[src/rtl/scan_crypt_sequencer_if.sv]
// scan_crypt_sequencer_if: key load, vector and response handshakes for scan_crypt_sequencer.
//   key_load/key_in       : key register load strobe and value
//   vec_valid/vec_ready   : plaintext vector handshake, vec_data carries the vector
//   resp_valid/resp_ready : decrypted response handshake, resp_data carries the response
//   master = producer/consumer side, slave = sequencer side
interface scan_crypt_sequencer_if #(
    parameter int CHAIN_LEN = 128
);
    logic                 key_load;
    logic [CHAIN_LEN-1:0] key_in;
    logic                 vec_valid;
    logic                 vec_ready;
    logic [CHAIN_LEN-1:0] vec_data;
    logic                 resp_valid;
    logic                 resp_ready;
    logic [CHAIN_LEN-1:0] resp_data;

    modport master (
        output key_load, key_in, vec_valid, vec_data, resp_ready,
        input  vec_ready, resp_valid, resp_data
    );

    modport slave (
        input  key_load, key_in, vec_valid, vec_data, resp_ready,
        output vec_ready, resp_valid, resp_data
    );
endinterface

[src/rtl/scan_crypt_sequencer.sv]
// scan_crypt_sequencer: XOR-encrypts a vector, shifts it through a scan chain, captures, unloads and decrypts the response.
//   clk, reset_n (async, active-low)
//   bus       : scan_crypt_sequencer_if.slave (key load, vector and response handshakes)
//   scan_en   : 1 = shift path, 0 = functional capture
//   scan_in   : serial data into cell 0; scan_out : serial data from cell CHAIN_LEN-1
//   busy      : controller not idle
//   sig_clear : zero the MISR while idle; signature : MISR value
//   Optional MISR over the raw unloaded bits is enabled by defining SCAN_MISR_EN.
module scan_crypt_sequencer #(
    parameter int CHAIN_LEN      = 128,
    parameter int CAPTURE_CYCLES = 1
) (
    input  logic                   clk,
    input  logic                   reset_n,
    scan_crypt_sequencer_if.slave  bus,
    output logic                   scan_en,
    output logic                   scan_in,
    input  logic                   scan_out,
    output logic                   busy,
    input  logic                   sig_clear,
    output logic [31:0]            signature
);
    localparam int CW = $clog2(CHAIN_LEN + 1);
    localparam logic [CW-1:0] LAST_SHIFT = CW'(CHAIN_LEN - 1);
    localparam logic [CW-1:0] LAST_CAP   = CW'(CAPTURE_CYCLES - 1);

    typedef enum logic [2:0] {IDLE, LOAD, CAPTURE, UNLOAD, RESP} state_t;

    state_t               state, state_n;
    logic [CW-1:0]        cnt, cnt_n;
    logic [CHAIN_LEN-1:0] key, key_n, sr, sr_n, resp_q, resp_n;
    logic                 en_q, en_n, in_q, in_n, rv_q, rv_n, idle_q;

    always_ff @(posedge clk or negedge reset_n) begin
        if (!reset_n) begin
            state  <= IDLE;
            cnt    <= '0;
            key    <= '0;
            sr     <= '0;
            resp_q <= '0;
            en_q   <= 1'b0;
            in_q   <= 1'b0;
            rv_q   <= 1'b0;
            idle_q <= 1'b1;
        end else begin
            state  <= state_n;
            cnt    <= cnt_n;
            key    <= key_n;
            sr     <= sr_n;
            resp_q <= resp_n;
            en_q   <= en_n;
            in_q   <= in_n;
            rv_q   <= rv_n;
            idle_q <= state_n == IDLE;
        end
    end

    // Outputs are computed one cycle ahead so every pin comes straight from a flop.
    // sr holds the ciphertext while loading (MSB leaves first) and then collects
    // the raw response while unloading.
    always_comb begin
        state_n = state;
        cnt_n   = cnt + 1'b1;
        key_n   = key;
        sr_n    = sr;
        resp_n  = resp_q;
        en_n    = 1'b0;
        in_n    = 1'b0;
        rv_n    = 1'b0;
        case (state)
            IDLE: begin
                cnt_n = '0;
                if (bus.key_load)
                    key_n = bus.key_in;
                if (bus.vec_valid) begin
                    state_n = LOAD;
                    sr_n    = bus.vec_data ^ key;
                    en_n    = 1'b1;
                    in_n    = sr_n[CHAIN_LEN-1];
                end
            end
            LOAD: begin
                sr_n = sr << 1;
                en_n = cnt != LAST_SHIFT;
                in_n = cnt != LAST_SHIFT && sr[CHAIN_LEN-2];
                if (cnt == LAST_SHIFT) begin
                    state_n = CAPTURE;
                    cnt_n   = '0;
                end
            end
            CAPTURE: begin
                en_n = cnt == LAST_CAP;
                if (cnt == LAST_CAP) begin
                    state_n = UNLOAD;
                    cnt_n   = '0;
                end
            end
            UNLOAD: begin
                sr_n = {sr[CHAIN_LEN-2:0], scan_out};
                en_n = cnt != LAST_SHIFT;
                if (cnt == LAST_SHIFT) begin
                    state_n = RESP;
                    cnt_n   = '0;
                    resp_n  = sr_n ^ key;
                    rv_n    = 1'b1;
                end
            end
            RESP: begin
                cnt_n = '0;
                rv_n  = !bus.resp_ready;
                if (bus.resp_ready)
                    state_n = IDLE;
            end
            default: state_n = IDLE;
        endcase
    end

    assign bus.vec_ready  = idle_q;
    assign bus.resp_valid = rv_q;
    assign bus.resp_data  = resp_q;
    assign busy           = ~idle_q;
    assign scan_en        = en_q;
    assign scan_in        = in_q;

`ifdef SCAN_MISR_EN
    logic [31:0] sig;

    // Signature covers the raw ciphertext coming off the chain, never the decrypted data.
    always_ff @(posedge clk or negedge reset_n) begin
        if (!reset_n)
            sig <= '0;
        else if (state == IDLE && sig_clear)
            sig <= '0;
        else if (state == UNLOAD)
            sig <= {sig[30:0], 1'b0} ^ (sig[31] ? 32'h0040_0007 : 32'h0) ^ {31'b0, scan_out};
    end

    assign signature = sig;
`else
    logic unused_sig_clear;

    assign unused_sig_clear = sig_clear;
    assign signature        = '0;
`endif
endmodule

[src/flat_wrapper.sv]
// flat-port wrapper written by rule: the top's interface ports become plain ports
module scan_crypt_sequencer_flat 
#(
    parameter int CHAIN_LEN      = 128,
    parameter int CAPTURE_CYCLES = 1
)
  (clk, reset_n, scan_en, scan_in, scan_out, busy, sig_clear, signature, bus_key_load, bus_key_in, bus_vec_valid, bus_vec_data, bus_resp_ready, bus_vec_ready, bus_resp_valid, bus_resp_data);
  scan_crypt_sequencer_if #(.CHAIN_LEN(CHAIN_LEN)) bus_i ();
  input  logic clk;
  input  logic reset_n;
  output logic scan_en;
  output logic scan_in;
  input  logic scan_out;
  output logic busy;
  input  logic sig_clear;
  output logic [31:0] signature;
  input wire logic [$bits(bus_i.key_load)-1:0] bus_key_load;
  input wire logic [$bits(bus_i.key_in)-1:0] bus_key_in;
  input wire logic [$bits(bus_i.vec_valid)-1:0] bus_vec_valid;
  input wire logic [$bits(bus_i.vec_data)-1:0] bus_vec_data;
  input wire logic [$bits(bus_i.resp_ready)-1:0] bus_resp_ready;
  output wire logic [$bits(bus_i.vec_ready)-1:0] bus_vec_ready;
  output wire logic [$bits(bus_i.resp_valid)-1:0] bus_resp_valid;
  output wire logic [$bits(bus_i.resp_data)-1:0] bus_resp_data;
  assign bus_i.key_load = bus_key_load;
  assign bus_i.key_in = bus_key_in;
  assign bus_i.vec_valid = bus_vec_valid;
  assign bus_i.vec_data = bus_vec_data;
  assign bus_i.resp_ready = bus_resp_ready;
  assign bus_vec_ready = bus_i.vec_ready;
  assign bus_resp_valid = bus_i.resp_valid;
  assign bus_resp_data = bus_i.resp_data;
  scan_crypt_sequencer #(.CHAIN_LEN(CHAIN_LEN), .CAPTURE_CYCLES(CAPTURE_CYCLES)) u_core (.clk(clk), .reset_n(reset_n), .bus(bus_i), .scan_en(scan_en), .scan_in(scan_in), .scan_out(scan_out), .busy(busy), .sig_clear(sig_clear), .signature(signature));
endmodule
[config.mk]
export PLATFORM = sky130hd
export DESIGN_NAME = scan_crypt_sequencer_flat
export DESIGN_NICKNAME = d
export VERILOG_FILES = /design/src/rtl/scan_crypt_sequencer_if.sv /design/src/rtl/scan_crypt_sequencer.sv /design/src/flat_wrapper.sv
export SDC_FILE = /design/constraint.sdc
export NUM_CORES = 1
export LEC_CHECK = 0
export BUFFER_PORTS_ARGS = -buffer_cell sky130_fd_sc_hd__buf_2
export CORE_MARGIN = 2
export CORE_UTILIZATION = 31
export CTS_CLUSTER_DIAMETER = 150
export DETAILED_ROUTE_END_ITERATION = 10
export PLACE_DENSITY = 0.48
export SYNTH_ARGS = -nofsm -noshare
export SYNTH_HDL_FRONTEND = slang
export SYNTH_SLANG_ARGS = --single-unit
[constraint.sdc]
create_clock -name clk -period 3.2 [get_ports clk]
set_clock_uncertainty 0.1 [all_clocks]
set_input_delay 0.8 -clock clk [delete_from_list [all_inputs] [get_ports clk]]
set_output_delay 0.8 -clock clk [all_outputs]
set_load 0.01 [all_outputs]
==> metrics.csv <==
metric;value;unit
outcome;finished, final reports clean;
dr.pass1.iters;4;
die_width;247;µm
synthCells;1333;
ir_drop;0.000349;V
synth_area;18300;µm²
cp.arrival;2.79;ns
area_growth;23.7;%
cts_tree;done;
finalCritPeriodShare;76.3;%
viasPerCell;4.67;
place_congestion;0.745;
post-route-util;38.6;%
path_cells;or2_2 > nor3b_2 > buf_12 > mux2_2;
ant_nets;0;
finalMaxSlewViolations;0;
grt_max_degree;127;
maxCapViolCount;0;
worstSetupEndpointType;flip-flop;
synthTopCellsByArea;dfrtp_1 (54%), mux2_2 (9.8%), mux2_4 (8.0%);
htree_levels;2;
drt_iter0_drc;500;
clock-root-buffer;clkbuf_16;
setup_viol;0;
critical-path-max-stage-delay;0.53;ns
postCtsResizedCells;0;
fin_nets;1991;
die_h;247;µm
yosys.area.top_type_share;54.3;%
worst_pin_slew;1.13;ns
grt.total_usage;15.9;%
cpMaxStageDelayCell;dfrtp_1;
critPathBufInv;1;
drive_gt1_share;43.2;%
dp_hpwl;32.2;mm
critPathTopFamily;simple AND/OR/NAND/NOR gates;
place_area;21100;µm²
first_global_vias;12600;
fin_crit;2.44;ns
clk_pin_slew;0.06;ns
routedWlPerCell;19.2;µm
worst_hold_path_type;input port to asynchronous set/reset pin;
ys.flop_type;dfrtp_1;
grt.overflow.total;0;
synth_edf_count;0;
tns;0;ns
cts_buffers;47;
fill_cells;5680;
clock_latency;0.57;ns
slew_headroom;24.8;%
postLayoutCellArea;22600;µm²
yosys.area.top_type;dfrtp_1;
yosysSeqAreaShare;54.4;%
core;58700;µm²
cts.sink_count;398;
cts_buffer_depth;3;
hold_buffers;0;
io_pins;428;
crit_type;flip-flop to flip-flop;
cts_setup_buffers;0;
io_buffer_count;394;
antenna_found_initial;6;
async_flop_share;100;%
power_density;504;nW/µm²
path_max_fanout;71;
rows;89;
rsz0062_at_grt;no;
synth.avg_cell_area;13.7;µm²
p_leak;11.4;nW
route.detailed.drc;0;
dieArea;61000;µm²
fmax;0.410;GHz
ys_warn_count;0;
grt_first_pass_wirelength;75.4;mm
initial_utilization;31.2;%
final_hold_viol_count;0;
synth_seq_cells;398;
synth_cell_types;42;
worst_setup_path_start_kind;flip-flop;
cp_data_required_time;3.55;ns
num_vias;11800;
drt-total-wl;48.6;mm
[state kept, by name (all words and copies together) (netlist names)]
signal / flops
u_core.bus.resp_data: 128
u_core.bus.resp_valid: 1
u_core.bus.vec_ready: 1
u_core.cnt: 8
u_core.key: 128
u_core.scan_en: 1
u_core.scan_in: 1
u_core.sr: 127
u_core.state: 3
[cells in the final DEF, fill, tap and decap left out, types with 3 or more instances in the layout]
master / synthesis / layout
dfrtp_1: 397 / 397
buf_2: 20 / 393
mux2_2: 159 / 159
xor2_1: 131 / 131
nor2_1: 129 / 129
xnor2_1: 128 / 128
a221o_1: 126 / 126
mux2_4: 98 / 98
clkbuf_16: 0 / 48
conb_1: 1 / 32
buf_12: 0 / 14
buf_4: 45 / 12
clkbuf_1: 30 / 10
clkbuf_8: 0 / 9
clkinv_2: 0 / 7
inv_1: 6 / 6
diode_2: 0 / 4
nand2_1: 4 / 4
nand3_1: 4 / 4
bufinv_16: 0 / 4
o211ai_1: 3 / 3
o21ai_0: 3 / 3
a22oi_1: 3 / 3
[logic make-up (layout without fill, tap and decap cells)]
group / count (synthesis) / count (layout) / synth area share, %
DFF: 398 / 398 / 54.4
and+or+nand+nor: 155 / 155 / 3.59
buffers and inverters: 113 / 506 / 3.83
adders and majority gates: 2 / 2 / 0.137
AOI/OAI and AO/OA: 146 / 146 / 7.68
xor gates and xnor gates: 259 / 259 / 12.4
other: 1 / 36 / 0.0205
muxes: 259 / 259 / 17.9
[synth_stat cells (3+ instances only)]
cell / instances
o211ai_1: 3
dfrtp_1: 397
a221o_1: 126
buf_2: 20
nand2_1: 4
mux2_2: 159
o21ai_0: 3
clkbuf_1: 30
xor2_1: 131
buf_6: 11
xnor2_1: 128
buf_4: 45
mux2_4: 98
nand3_1: 4
inv_1: 6
a22oi_1: 3
nor2_1: 129
[cell type report]
class                   count  area [µm²]  area share (%)
inverters                   6        22.5          0.0995
clock buffers              67        1360            6.02
diodes                      4        10.0          0.0442
well taps                 773         967            4.27
flip-flops and latches    398        9960            44.0
clock inverters            13         180           0.796
multi-input cells         853        7790            34.4
repair buffers            420        2350            10.4
[where the power goes]
part | internal (mW) | switching [mW]
registers | 5.17 | 0.145
clock network | 3.26 | 2.14
logic | 0.397 | 0.309
total | 8.83 | 2.59
[through the flow]
| step | hold slack [ns] | cells | worst slack, ns | total power [mW] |
|---|---|---|---|---|
| floorplan | 0.368 | 1364 | 1.15 | 5.76 |
| global placement | 0.388 | 2450 | 0.569 | 6.11 |
| detailed placement | 0.388 | 2450 | 0.508 | 6.13 |
| CTS | 0.0743 | 2530 | 0.744 | 11.6 |
| global route | 0.0886 | 2530 | 0.669 | 11.9 |
| finish | 0.0841 | 2534 | 0.759 | 11.4 |
[metal layers]
layer,vias up,GRT usage (%),share of wire (%)
li1,5462,-,-
met1,5998,21.3,44
met2,289,25.4,47
met3,69,4.55,6.9
met4,12,3.79,1.8
met5,-,0,0.15
[path summary, 6_finish.rpt]
check | depth (start not counted) | startpoint | endpoint | slack (ns)
max in group asynchronous | 2 | reset_n | u_core.bus.resp_data[44] | 1.97
setup / recovery | 4 | u_core.state[2] | u_core.key[72] | 0.76
hold / removal | 1 | reset_n | u_core.key[59] | 0.08
hold reg to reg | 1 | u_core.bus.resp_data[0] | u_core.bus.resp_data[0] | 0.40
min in group clk | 2 | bus_vec_valid | u_core.bus.vec_ready | 0.31
setup reg to reg | 4 | u_core.state[2] | u_core.key[72] | 0.76
(Power assumes the default switching activity.)
